==> src/rtl/y86_pkg.sv <==
// Y86-64 instruction codes, register sentinel, encoder state type and the
// instruction-length lookup used by both the encoder and fetch (valP).
package y86_pkg;

  localparam logic [3:0] I_HALT  = 4'h0;
  localparam logic [3:0] I_NOP   = 4'h1;
  localparam logic [3:0] I_CMOV  = 4'h2;
  localparam logic [3:0] I_IRMOV = 4'h3;
  localparam logic [3:0] I_RMMOV = 4'h4;
  localparam logic [3:0] I_MRMOV = 4'h5;
  localparam logic [3:0] I_OP    = 4'h6;
  localparam logic [3:0] I_JXX   = 4'h7;
  localparam logic [3:0] I_CALL  = 4'h8;
  localparam logic [3:0] I_RET   = 4'h9;
  localparam logic [3:0] I_PUSH  = 4'hA;
  localparam logic [3:0] I_POP   = 4'hB;

  localparam logic [3:0] RNONE   = 4'hF;

  typedef enum logic {
    S_IDLE = 1'b0,
    S_EMIT = 1'b1
  } enc_state_e;

  // Undefined icodes report 1 byte; callers qualify with the legality check.
  function automatic logic [3:0] instr_len(input logic [3:0] icode);
    case (icode)
      I_CMOV, I_OP, I_PUSH, I_POP: instr_len = 4'd2;
      I_JXX, I_CALL:               instr_len = 4'd9;
      I_IRMOV, I_RMMOV, I_MRMOV:   instr_len = 4'd10;
      default:                     instr_len = 4'd1;
    endcase
  endfunction

endpackage

==> src/rtl/y86_instr_len_chk.sv <==
// Combinational instruction length and icode/ifun legality check, shared
// between the encoder and the fetch stage.
module y86_instr_len_chk
  import y86_pkg::*;
(
  input  logic [3:0] icode,
  input  logic [3:0] ifun,
  output logic [3:0] len,
  output logic       legal
);

  always_comb begin
    len = instr_len(icode);
    case (icode)
      I_OP:          legal = (ifun <= 4'd3);
      I_CMOV, I_JXX: legal = (ifun <= 4'd6);
      default:       legal = (icode <= I_POP) && (ifun == 4'd0);
    endcase
  end

endmodule

==> src/rtl/y86_instr_encoder.sv <==
// Serialises one decoded Y86-64 instruction per handshake into byte writes
// at an auto-advancing write pointer, mirroring the fetch-stage byte layout.
module y86_instr_encoder
  import y86_pkg::*;
#(
  parameter int ADDR_W    = 10,
  parameter int MEM_DEPTH = 1024
) (
  input  logic              clk,
  input  logic              rst_n,
  // Handshake: an instruction is taken on a rising edge where in_valid and
  // in_ready are both high; fields need only be stable for that edge.
  input  logic              in_valid,
  output logic              in_ready,
  input  logic [3:0]        icode,
  input  logic [3:0]        ifun,
  input  logic [3:0]        rA,
  input  logic [3:0]        rB,
  input  logic [63:0]       valC,
  input  logic              base_load,
  input  logic [ADDR_W-1:0] base_addr,
  output logic              mem_we,
  output logic [ADDR_W-1:0] mem_addr,
  output logic [7:0]        mem_wdata,
  output logic [ADDR_W-1:0] wr_ptr,
  output logic              done,
  output logic              invalid_inst,
  output logic              imem_error,
  output enc_state_e        dbg_state
);

  localparam int AW1 = ADDR_W + 1;

  enc_state_e  state, state_d;
  logic [3:0]  idx, len_r, icode_r, ifun_r, ra_r, rb_r;
  logic [63:0] valc_r;
  logic [3:0]  len_in;
  logic        legal_in, accept, fits, last, has_reg;
  logic [AW1-1:0] end_excl;
  logic [2:0]  c_idx;
  logic [7:0]  byte_sel;

  y86_instr_len_chk u_len_chk (
    .icode (icode),
    .ifun  (ifun),
    .len   (len_in),
    .legal (legal_in)
  );

  assign in_ready = (state == S_IDLE) && !base_load;
  assign accept   = in_valid && in_ready;

  // One extra bit keeps the end address from wrapping before the compare.
  assign end_excl = {1'b0, wr_ptr} + AW1'(len_in);
  assign fits     = (end_excl <= AW1'(MEM_DEPTH));
  assign last     = (state == S_EMIT) && (idx == len_r - 4'd1);

  always_ff @(posedge clk or negedge rst_n) begin
    if (!rst_n) state <= S_IDLE;
    else        state <= state_d;
  end

  always_comb begin
    state_d = state;
    case (state)
      S_IDLE:  if (accept && legal_in && fits) state_d = S_EMIT;
      S_EMIT:  if (last) state_d = S_IDLE;
      default: state_d = S_IDLE;
    endcase
  end

  always_ff @(posedge clk or negedge rst_n) begin
    if (!rst_n) begin
      wr_ptr       <= '0;
      idx          <= '0;
      len_r        <= '0;
      icode_r      <= '0;
      ifun_r       <= '0;
      ra_r         <= '0;
      rb_r         <= '0;
      valc_r       <= '0;
      invalid_inst <= 1'b0;
      imem_error   <= 1'b0;
    end else begin
      invalid_inst <= accept && !legal_in;
      imem_error   <= accept && legal_in && !fits;
      if (state == S_IDLE) begin
        if (base_load) begin
          wr_ptr <= base_addr;
        end else if (accept) begin
          icode_r <= icode;
          ifun_r  <= ifun;
          ra_r    <= (icode == I_IRMOV) ? RNONE : rA;
          rb_r    <= (icode == I_PUSH || icode == I_POP) ? RNONE : rB;
          valc_r  <= valC;
          len_r   <= len_in;
          idx     <= '0;
        end
      end else begin
        idx <= idx + 4'd1;
        if (last) begin
          wr_ptr <= wr_ptr + ADDR_W'(len_r);
          idx    <= '0;
        end
      end
    end
  end

  // valC starts at byte 2 when a register byte is present, else at byte 1.
  assign has_reg = (len_r == 4'd2) || (len_r == 4'd10);
  assign c_idx   = has_reg ? 3'(idx - 4'd2) : 3'(idx - 4'd1);

  always_comb begin
    byte_sel = valc_r[{c_idx, 3'b000} +: 8];
    if (idx == 4'd0)                 byte_sel = {icode_r, ifun_r};
    else if (has_reg && idx == 4'd1) byte_sel = {ra_r, rb_r};
  end

  assign mem_we    = (state == S_EMIT);
  assign mem_addr  = mem_we ? wr_ptr + ADDR_W'(idx) : '0;
  assign mem_wdata = mem_we ? byte_sel : '0;
  assign done      = last;
  assign dbg_state = state;

endmodule

==> config.mk <==
export PLATFORM = sky130hd
export DESIGN_NAME = y86_instr_encoder
export DESIGN_NICKNAME = d
export VERILOG_FILES = /design/src/rtl/y86_pkg.sv /design/src/rtl/y86_instr_len_chk.sv /design/src/rtl/y86_instr_encoder.sv
export SDC_FILE = /design/constraint.sdc
export NUM_CORES = 1
export LEC_CHECK = 0
export ABC_AREA = 1
export BUFFER_PORTS_ARGS = -buffer_cell sky130_fd_sc_hd__clkbuf_2
export CORE_MARGIN = 10
export CORE_UTILIZATION = 35
export CTS_BUF_LIST = sky130_fd_sc_hd__clkbuf_16
export DETAILED_ROUTE_END_ITERATION = 6
export PLACE_DENSITY = 0.54
export SKIP_CTS_REPAIR_TIMING = 1
export SYNTH_ARGS = -nofsm -noshare
export SYNTH_HDL_FRONTEND = slang
export SYNTH_SLANG_ARGS = --single-unit
==> constraint.sdc <==
create_clock -name clk -period 2.5 [get_ports clk]
set_input_delay 0.5 -clock clk [delete_from_list [all_inputs] [get_ports clk]]
set_output_delay 0.5 -clock clk [all_outputs]
set_load 0.01 [all_outputs]
# ---- After elaboration in Yosys (flattened, before gate mapping)
# Memories as Yosys holds them, arrays and structs flattened.
# Cells that the tools add are included.
dict set report totals {
  regBits 101
  mem_bits_ro 48
  in_bits 94
  word_cells 78
  memories 1
}
dict set report op_classes {
  add_sub_neg 7
  magnitude_cmp 4
  eq_ne 12
  shifts 1
  mux 18
  bitwise 2
  reduce_logical 22
}
# memory depth width rd rd_ports_with_merged_regs write_ports line_no
set memory_table {}
lappend memory_table {{(no name shown)} 16 3 1 0 0 y86_pkg.sv:27} ;# case (icode)
# operator n
set op_table {}
lappend op_table {{64-bit by 7-bit indexed part select with 8-bit output} 1}
lappend op_table {{10-bit two-way mux} 4}
lappend op_table {{4-bit two-way mux} 6}
lappend op_table {{8-bit two-way mux} 3}
lappend op_table {{10-bit by 4-bit adder with 10-bit output} 2}
lappend op_table {{4-bit by 2-bit == test with 1-bit output, second input constant} 3}
lappend op_table {{4-bit == test, second input constant} 3}
lappend op_table {{10-bit by 4-bit adder with 11-bit output} 1}
lappend op_table {{11-bit <= comparator, second input constant} 1}
lappend op_table {{1-bit logical AND} 9}
lappend op_table {{4-bit by 3-bit == test with 1-bit output, second input constant} 2}
lappend op_table {{4-bit logical NOT} 2}
lappend op_table {{4-bit by 1-bit adder with 4-bit output, second input constant} 1}
lappend op_table {{4-bit by 1-bit == test with 1-bit output, second input constant} 1}
lappend op_table {{4-bit == test} 1}
lappend op_table {{4-bit by 2-bit <= comparator with 1-bit output, second input constant} 1}
lappend op_table {{4-bit by 3-bit <= comparator with 1-bit output, second input constant} 1}
lappend op_table {{4-bit <= comparator, second input constant} 1}
lappend op_table {{1-bit one-hot mux with 2 select lines} 2}
lappend op_table {{2-bit AND reduction} 2}
lappend op_table {{2-bit nonzero test} 2}
lappend op_table {{4-bit by 1-bit subtractor with 4-bit output, second input constant} 1}
lappend op_table {{1-bit logical NOT} 3}
lappend op_table {{3-bit two-way mux} 1}
lappend op_table {{other kinds (9)} 12}

# ---- Logic depth before layout (Yosys ltp)
# Gate-level depths: netlist of the first run.
dict set report logic_depth {
  word_depth 7
  mapped_depth 17
  depth_no_buf 17
}

# ---- By module
# Synthesis of the first run repeated with hierarchy kept, for this count alone.
dict set report unflattened {
  cells_unflattened 813
  area_unflattened_um2 6005.8
}
# module instances cells_each area_each_um2 seq_area_each_um2
set modules_own_cells {}
lappend modules_own_cells {y86_instr_encoder 1 779 5850.6 2527.4}
lappend modules_own_cells {y86_instr_len_chk 1 34 155.1 0.0}

# ---- Worst setup path after synthesis of the first run
# No wires, ideal clock.
dict set report synth_timing {
  path_kind {reg2out}
  start {reg wr_ptr[0]}
  end {out mem_addr[8]}
  arrival_ps 1743
  setup_slack_ps 257
  stages_incl_launch_ff 10
  path_cell_list {dfrtp_1 > ha_1 > fa_1 > nand2_1 > inv_1 > o21ai_0 > nand2_1 > nand2_1 > o21ai_0 > a21oi_1}
}
dict set report synth_via {
  elab_chain_len 2
}
# item line_no
set synth_lines {}
lappend synth_lines {{start, declared} y86_instr_encoder.sv:25} ;# output logic [ADDR_W-1:0] wr_ptr,
lappend synth_lines {{start signal, assigned} y86_instr_encoder.sv:89} ;# wr_ptr <= base_addr;
lappend synth_lines {{start signal, assigned} y86_instr_encoder.sv:102} ;# wr_ptr <= wr_ptr + ADDR_W'(len_r);
lappend synth_lines {{10-bit by 4-bit adder with 10-bit output} y86_instr_encoder.sv:120} ;# assign mem_addr = mem_we ? wr_ptr + ADDR_W'(idx) : '0;
lappend synth_lines {{10-bit two-way mux} y86_instr_encoder.sv:120}
lappend synth_lines {{end, declared} y86_instr_encoder.sv:23} ;# output logic [ADDR_W-1:0] mem_addr,
# No other way between the ends.

# ---- Worst setup path after layout of the first run
dict set report layout_timing {
  start {reg len_r[0]}
  end {out mem_wdata[2]}
}
dict set report layout_via {
  elab_chain_len 7
}
# item line_no
set layout_lines {}
lappend layout_lines {{start, declared} y86_instr_encoder.sv:35} ;# logic [3:0] idx, len_r, icode_r, ifun_r, ra_r, rb_r;
lappend layout_lines {{start signal, assigned} y86_instr_encoder.sv:96} ;# len_r <= len_in;
lappend layout_lines {{4-bit by 2-bit == test with 1-bit output / 4-bit == test (equally long branches)} y86_instr_encoder.sv:110} ;# assign has_reg = (len_r == 4'd2) || (len_r == 4'd10);
lappend layout_lines {{1-bit logical OR (*)} y86_instr_encoder.sv:110}
lappend layout_lines {{3-bit two-way mux} y86_instr_encoder.sv:111} ;# assign c_idx = has_reg ? 3'(idx - 4'd2) : 3'(idx - 4'd1);
lappend layout_lines {{64-bit by 7-bit indexed part select with 8-bit output} y86_instr_encoder.sv:114} ;# byte_sel = valc_r[{c_idx, 3'b000} +: 8];
lappend layout_lines {{8-bit two-way mux (*)} y86_instr_encoder.sv:116} ;# else if (has_reg && idx == 4'd1) byte_sel = {ra_r, rb_r};
lappend layout_lines {{8-bit two-way mux (*)} y86_instr_encoder.sv:115} ;# if (idx == 4'd0) byte_sel = {icode_r, ifun_r};
lappend layout_lines {{8-bit two-way mux (*)} y86_instr_encoder.sv:121} ;# assign mem_wdata = mem_we ? byte_sel : '0;
lappend layout_lines {{end, declared} y86_instr_encoder.sv:24} ;# output logic [7:0] mem_wdata,
# Every way passes the cells marked *; elsewhere a longest branch is shown, timed or not.

==> results of run 1 <==
per-layer routing:
metal  share of wire  up-vias  wire length [um]
li1                -     2859                 -
met1            0.49     2520              8766
met2            0.44      125              7789
met3           0.062       12              1102
met4           0.010        0               183
met5               0        -                 0
power by group:
| group | total [W] | internal [W] | switching (W) |
|---|---|---|---|
| Combinational | 0.00646 | 0.00244 | 0.00402 |
| Sequential | 0.00282 | 0.00241 | 0.000407 |
| Clock | 0.00131 | 0.000670 | 0.000637 |
sequential cells by signal (all words and copies together) (netlist names):
name,flops
valc_r,64
wr_ptr,10
icode_r,4
idx,4
ifun_r,4
ra_r,4
rb_r,4
len_r,3
dbg_state,1
imem_error,1
invalid_inst,1
worst max-delay path, cell delays in order, from the launching register on:
cell and delay, ps:
dfrtp_1 350, inv_1 80, ha_4 190, buf_4 150, o21ai_4 190, buf_6 170, nand3_1 90, nand3_1 150
nand3_2 90, a21oi_2 170, buf_2 160
kinds of logic (layout without fill, tap and decap cells):
group,count (synthesis),count (layout),synth area share
compound gates,147,147,0.1307
xor+xnor,6,6,0.008840
buf+inv,159,301,0.1158
flops,100,100,0.4210
simple gates,380,380,0.2799
fa+ha+maj,19,19,0.04378
cells in the mapped netlist (2+ instances only):
library cell,n
nand2_1,216
inv_1,113
dfrtp_1,100
nand3_1,100
o21ai_0,98
nor2_1,35
a21oi_1,24
ha_1,16
buf_2,14
o21ai_1,13
clkbuf_1,12
nand3b_1,10
nand2_2,8
inv_2,7
buf_4,6
xor2_1,5
buf_6,4
nor3_1,4
o22ai_1,4
fa_1,3
inv_4,2
nand2_4,2
nor2_2,2
o21ai_2,2
final cells by class:
class	instances	area, um2	share of cell area
Timing Repair Buffer	163	982.2	0.1299
Sequential cell	100	2504	0.3311
Clock buffer	9	225.2	0.02979
Tap cell	220	275.3	0.03641
Multi-Input combinational cell	552	3063	0.4051
Inverter	122	469.2	0.06206
Clock inverter	7	42.54	0.005626
stage by stage:
step	TNS (ps)	hold slack, ps	power [W]	setup WS (ps)
finish	-1030	111.2	0.01059	-147.7
floorplan	0	204.4	0.006688	256.7
global route	-2611	136.5	0.01161	-253.4
CTS	-3897	125.2	0.009712	-380.6
global placement	0	460.8	0.008352	37.67
detailed placement	0	460.2	0.008367	15.64
how the worst max path moves through the flow:
stage | from | endpoint | slack (ps)
2_1_floorplan | wr_ptr[0] | mem_addr[8] | 260
4_1_cts | len_r[0] | mem_wdata[7] | -380
5_1_grt | idx[0] | mem_wdata[5] | -250
6_report | len_r[0] | mem_wdata[2] | -150
3_5_place_dp | len_r[0] | mem_wdata[7] | 20
3_3_place_gp | len_r[0] | mem_wdata[7] | 40
==> flow_metrics.tcl, run 1 <==
set metrics [dict create \
    grt_pass1_wl_mm 28.60 \
    antenna_found_initial 0 \
    outcome "complete, but fails checks" \
    arrival_ps 2150 \
    clk_pin_slew_ps 70 \
    required_ps 2000 \
    via_per_inst 4.702 \
    final_nets 1061 \
    antenna_cells 0 \
    period_minus_slack_ps 2648 \
    synth_largest_area_cell "dfrtp_1" \
    ir_drop_mv 0.7033 \
    wl_per_cell_um 15.21 \
    drt_iter0_drc 353 \
    synthCells 811 \
    rsz0062_at_grt "true" \
    r2r_cells 13 \
    dieArea_um2 22600 \
    root_buffer "clkbuf_16" \
    die_height_um 150.3 \
    overflow 0 \
    use_met1 0.2218 \
    grt_usage 0.1587 \
    synthFlopType "dfrtp_1" \
    cts_num_sinks 100 \
    drv_cap 0 \
    grtUsageMet3 0.04412 \
    cp-start-kind "register" \
    cts_made_buffers 9 \
    power_density_nw_per_um2 1400 \
    r2r-end "wr_ptr[8]" \
    via_count 5516 \
    die_x_um 150.3 \
    final_common_cell "nand2_1" \
    fin_ws_ps -147.7 \
    io_pins 128 \
    setup_viol 10 \
    cts_tree "yes" \
    clock_latency_ps 350 \
    final_cell_mix "nand2_1 (208), clkbuf_2 (114), inv_1 (108)" \
    worst_setup_path_end_kind "output pin" \
    wl_mm 17.84 \
    ys_types 35 \
    power_leakage_nw 3.921 \
    maxSlewViolCount 0 \
    final_util 0.4543 \
    drive_gt1_frac 0.2812 \
    nFillCells 1729 \
    timing.final.crit_share 1.059 \
    synth-seq-cells 100 \
    initial_utilization 0.3572 \
    clock_skew_ps 4.271 \
    cts-htree-levels 3 \
    violations "setup timing" \
    fin_cells 1173 \
    synth_edf_count 0 \
    placed_area_um2 6917 \
    rows 47 \
    crit_fanout 8 \
    synth_nets 924 \
    hold_violations 0 \
    synth.yosys.seq_area_share 0.4210 \
    busiest_layer "met2" \
    synth_area_um2 5944 \
    synthArstFlopShare 1.000 \
    synth-warning-count 0 \
    reg2reg_from "len_r[0]" \
    dr.pass1.iters 7 \
    hold_class "primary input to asynchronous set/reset pin" \
    ant_nets 0 \
    ff2ff_setup_slack_ps 440 \
    criticalPathCategory "register to output pin" \
    place_congestion 0.8572 \
    area_growth_pct 27.19 \
    slew_headroom 0.5216 \
    timing.fmax_mhz 377.7 \
    synth_top_area_share 0.4210 \
    drc 0 \
    use_met2 0.2401 \
    dp_cells 1152 \
    grt_pass1_vias 5380 \
    hpwl_mm 13.83 \
    avgSynthCellArea_um2 7.330 \
    finalInstanceArea_um2 7561 \
    grt_max_degree 47 \
    netlist_top_cells_area "dfrtp_1 (42%), nand2_1 (14%), nand3_1 (8.4%), o21ai_0 (8.3%), inv_1 (7.1%)" \
    io_buffers 127 \
    core_area_um2 16640 \
    worstMarginPinSlew_ps 712.1 \
    clock_path_buffers 2 \
]
No activity file was read; power rests on OpenSTA's default activity.
==> run 2: changes to the inputs <==
--- a/config.mk
+++ b/config.mk
@@ -12,6 +12,7 @@
 export CTS_BUF_LIST = sky130_fd_sc_hd__clkbuf_16
 export DETAILED_ROUTE_END_ITERATION = 6
 export PLACE_DENSITY = 0.54
+export SETUP_SLACK_MARGIN = 0.4
 export SKIP_CTS_REPAIR_TIMING = 1
 export SYNTH_ARGS = -nofsm -noshare
 export SYNTH_HDL_FRONTEND = slang
==> run 2 against run 1 <==
  * The run still ends with setup timing left
  * Clock-buffer cell count did not move
  * Clock power is 4% higher
  * Non-clock buffer count grew 4
  * Maximum frequency fell by 0.56%
  * Clock skew rose by 1.8 ps
  * Power is 7.2% higher
  * Register-to-register slack improved by 60 ps
  * Sequential cell count unchanged
  * Utilization is 2.0 points higher
  * Hold slack worse by 30 ps
  * Highest routed layer unchanged
==> flow_metrics.tcl, run 2 (same netlist as run 1, synthesis figures left out) <==
set metrics [dict create \
    outcome "complete, but fails checks" \
    violations "setup timing" \
    reg.largest.list "valc_r: 64 flops, wr_ptr: 10 flops" \
    maxSlewViolCount 0 \
    drv_cap 0 \
    cts_tree "yes" \
    place_congestion 0.8974 \
    worstMarginPinSlew_ps 601.0 \
    antenna_cells 0 \
    grt_pass1_vias 5363 \
    cts_made_buffers 9 \
    pre_cts_slack_ps 14.74 \
    wl_mm 18.41 \
    clock_path_buffers 2 \
    crit_buf_inv 4 \
    crit_path_top_delay_cell "dfrtp_2" \
    worst_setup_path_end_kind "output pin" \
    dieArea_um2 22600 \
    largest-register "valc_r" \
    p_clk_frac 0.120 \
    crit_fanout 4 \
    hold_violations 0 \
    worst_path_largest_cell_delay_ps 440 \
    internal_power_w 0.005882 \
    dr.pass1.iters 6 \
    via_per_inst 4.760 \
    cp_top_family "compound AO/OA/AOI/OAI gates" \
    nFillCells 1683 \
    critical_path.most_common_cell "nand3_1" \
    largest_reg_flops 64 \
    ff2ff_setup_slack_ps 500 \
    finalInstanceArea_um2 7890 \
    power_leakage_nw 4.000 \
    netSwitchingFraction 0.4817 \
    clock_latency_ps 350 \
    period_minus_slack_ps 2663 \
    hold_class "primary input to asynchronous set/reset pin" \
    final_cell_mix "nand2_1 (204), clkbuf_2 (107), inv_1 (103)" \
    clk_pin_slew_ps 70 \
    area_growth_pct 32.73 \
    ir_drop_mv 0.5651 \
    drive_gt1_frac 0.3184 \
    hpwl_mm 13.71 \
    power.total_w 0.01135 \
    slew_headroom 0.5963 \
    via_count 5607 \
    io_pins 128 \
    switching_power_w 0.005467 \
    antenna_found_initial 0 \
    timing.fmax_mhz 375.6 \
    combPwrFrac 0.631 \
    placed_area_um2 6937 \
    cts_num_sinks 100 \
    rsz0062_at_grt "true" \
    grt_pass1_wl_mm 28.31 \
    setup_viol 11 \
    overflow 0 \
    power_density_nw_per_um2 1438 \
    grt_usage 0.1556 \
    criticalPathCategory "register to output pin" \
    pwr-share-seq 0.250 \
    ant_nets 0 \
    die_height_um 150.3 \
    core_area_um2 16640 \
    arrival_ps 2160 \
    required_ps 2000 \
    fin_cells 1178 \
    grt_max_degree 88 \
    final_nets 1066 \
    fin_ws_ps -162.7 \
    timing.final.crit_share 1.065 \
    rows 47 \
    final_common_cell "nand2_1" \
    wl_per_cell_um 15.62 \
    initial_utilization 0.3572 \
    cts-htree-levels 3 \
    drt_iter0_drc 345 \
    clock_skew_ps 6.032 \
    root_buffer "clkbuf_16" \
    path_cells "inv_6 -> ha_4 -> inv_2 -> o21ai_4 -> buf_6 -> nand3_1 -> nand3_1 -> nand3_2 -> a21oi_2 -> buf_2" \
    cp-start-kind "register" \
    drc 0 \
    io_buffers 127 \
    die_x_um 150.3 \
    dp_cells 1144 \
]
## run 2: changes by cell type in the layout (fill, tap and decap cells not counted), moves of 5 or more
cell and change:
buf_6 +6, clkbuf_2 -7, dfrtp_1 -5, dfrtp_2 +5, inv_1 -5, nand3_1 -9, nand3_2 +7
## run 2: layout make-up
cell class                 instances  area (um2)  share of cell area
multi-input combinational        553        3239              0.4106
sequential                       100        2510              0.3181
timing repair buffer             167        1100              0.1394
inverter                         122       484.2             0.06137
tap                              220       275.3             0.03489
clock buffer                       9       225.2             0.02854
clock inverter                     7       56.30            0.007136
## run 2: per-layer routing
metal | track usage | up-vias | share of wire
li1 | - | 2870 | -
met1 | 0.2099 | 2562 | 0.47
met2 | 0.2425 | 158 | 0.46
met3 | 0.04442 | 17 | 0.063
met4 | 0.03256 | 0 | 0.015
met5 | 0 | - | 0
## run 2: worst paths after layout
path / from / endpoint / cells after the start
worst max-delay path: idx[0] / mem_wdata[6] / 10
worst min-delay path: rst_n / wr_ptr[9] / 1
worst max register to register: wr_ptr[0] / dbg_state / 12
worst min register to register: valc_r[42] / valc_r[42] / 2
max in group asynchronous: rst_n / valc_r[44] / 2
min in group clk: valC[43] / valc_r[43] / 3
## run 2: per-stage QoR
stage | TNS [ps] | utilization | hold slack (ps)
floorplan | 0 | - | 204.4
global placement | -8.205 | 0.4168 | 456.3
detailed placement | 0 | 0.4168 | 459.4
CTS | -3331 | 0.4337 | 101.3
global route | -2302 | 0.4741 | 102.9
finish | -1333 | 0.4741 | 81.66
## run 2: power groups by stage
stage	Clock (W)	Combinational [W]	Sequential (W)
2_1_floorplan	0	0.00409	0.00279
3_3_place_gp	0	0.00575	0.00283
3_5_place_dp	0	0.00576	0.00285
4_1_cts	0.00140	0.00579	0.00282
5_1_grt	0.00146	0.00791	0.00293
6_report	0.00136	0.00716	0.00283
## run 2: worst reg2reg max path, delay by kind of cell (launching register included)
family	cells	cell delay (ps)
adders and majority gates	2	710
and+or+nand+nor	8	600
DFF	1	440
buffers and inverters	2	170
==> run 3: changes to the inputs <==
==> constraint.sdc (replaced) <==
create_clock -name clk -period 3.2 [get_ports clk]
set_input_delay 0.64 -clock clk [delete_from_list [all_inputs] [get_ports clk]]
set_output_delay 0.64 -clock clk [all_outputs]
set_load 0.01 [all_outputs]
==> run 3 against run 2 <==
  * The flow now finishes without violations
  * Hold slack better by 160 ps
  * Clock skew is 1.7 ps lower
  * Final cell count is 1.1% lower
  * Die area stayed put
  * Non-clock buffer count is 13 lower
  * Largest cell class unchanged
  * Highest routed layer unchanged
==> flow_metrics.tcl, run 3 (same netlist as run 1, synthesis figures left out) <==
set metrics [dict create \
    outcome "completed" \
    cts_tree "yes" \
    crit_fanout 7 \
    hold_slack_ps 238.1 \
    maxSlewViolCount 0 \
    antenna_found_initial 0 \
    grt_pass1_wl_mm 28.70 \
    setup_viol 0 \
    drive_gt1_frac 0.2667 \
    io_buffers 127 \
    worstMarginPinSlew_ps 746.4 \
    via_per_inst 4.812 \
    core_area_um2 16640 \
    criticalPathCategory "register to output pin" \
    finalInstanceArea_um2 7575 \
    cp-start-kind "register" \
    power.total_w 0.008557 \
    grt_pass1_vias 5339 \
    clock_path_buffers 2 \
    dieArea_um2 22600 \
    ff2ff_setup_slack_ps 1080 \
    initial_utilization 0.3572 \
    wl_mm 18.17 \
    dp_cells 1132 \
    cts-htree-levels 3 \
    io_pins 128 \
    ant_nets 0 \
    wl_per_cell_um 15.59 \
    ir_drop_mv 0.5850 \
    overflow 0 \
    clock_latency_ps 360 \
    final_cell_mix "nand2_1 (212), clkbuf_2 (116), inv_1 (108)" \
    antenna_cells 0 \
    final_nets 1053 \
    hpwl_mm 13.73 \
    area_growth_pct 27.43 \
    dr.pass1.iters 5 \
    grt_usage 0.1599 \
    cts_made_buffers 9 \
    clock_skew_ps 4.356 \
    place_congestion 0.9104 \
    met2WireLength_mm 8.108 \
    clk_pin_slew_ps 70 \
    rsz0062_at_grt "true" \
    grt_max_degree 62 \
    slew_headroom 0.4986 \
    drt_iter0_drc 432 \
    largest-register "valc_r" \
    cts_num_sinks 100 \
    die_x_um 150.3 \
    final_common_cell "nand2_1" \
    wl_met1_mm 8.708 \
    reg.largest.list "valc_r: 64 flops, wr_ptr: 10 flops" \
    worst_setup_path_end_kind "output pin" \
    fin_cells 1165 \
    power_density_nw_per_um2 1130 \
    largest_reg_flops 64 \
    arrival_ps 2250 \
    root_buffer "clkbuf_16" \
    power_leakage_nw 3.877 \
    timing.fmax_mhz 346.0 \
    rows 47 \
    required_ps 2560 \
    final_util 0.4552 \
    via_count 5606 \
    timing.final.crit_share 0.9033 \
    hold_class "primary input to asynchronous set/reset pin" \
    die_height_um 150.3 \
    period_minus_slack_ps 2891 \
    dr.max_layer_used "met4" \
    drc 0 \
    hold_violations 0 \
    drv_cap 0 \
    placed_area_um2 6741 \
    wl_met3_mm 1.075 \
]
[run 3: cell types whose count changed in the layout (fill, tap and decap cells not counted), moves of 5 or more]
cell | previous run | this run
buf_2 | 15 | 10
buf_4 | 27 | 20
buf_6 | 9 | 2
clkbuf_2 | 107 | 116
inv_1 | 103 | 108
nand2_1 | 204 | 212
nand2_2 | 14 | 9
nand3_1 | 61 | 74
nand3_2 | 37 | 23
[run 3: metal layers]
metal,GRT usage,up-vias
met2,0.2374,148
met3,0.03421,19
met1,0.2271,2600
met4,0.04762,0
li1,-,2839
met5,0,-
[run 3: critical path, stage by stage, from the launching register on]
cell and delay [ps]:
dfrtp_2 430, inv_4 60, ha_4 270, inv_4 30
o21ai_4 150, buf_12 150, buf_12 140, nand3_1 100
nand3_1 120, nand3_2 100, a21oi_2 180, buf_2 150
[run 3: path summary, 6_finish.rpt]
check,to,startpoint,depth (start not counted)
worst min register to register,icode_r[0],icode_r[0],2
worst min-delay path,valc_r[56],rst_n,1
max in group asynchronous,wr_ptr[2],rst_n,2
min in group clk,valc_r[42],valC[42],3
worst max-delay path,mem_wdata[7],idx[0],11
worst max register to register,wr_ptr[8],wr_ptr[0],11
[run 3: layout make-up]
type	count	area, um2
Sequential cell	100	2506
Clock inverter	7	66.31
Clock buffer	9	225.2
Fill cell	1722	9067
Inverter	122	474.2
Timing Repair Buffer	154	928.4
Multi-Input combinational cell	553	3099
Tap cell	220	275.3
[run 3: through the flow]
stage               worst slack, ps  setup TNS, ps
floorplan                     816.7              0
global placement              271.5              0
detailed placement            233.1              0
CTS                          -151.6         -914.6
global route                  181.5              0
finish                        309.5              0
[run 3: power by group]
part	internal (W)	switching, W	total (W)
logic	0.00198	0.00323	0.00521
registers	0.00189	0.000364	0.00225
clock network	0.000603	0.000495	0.00110
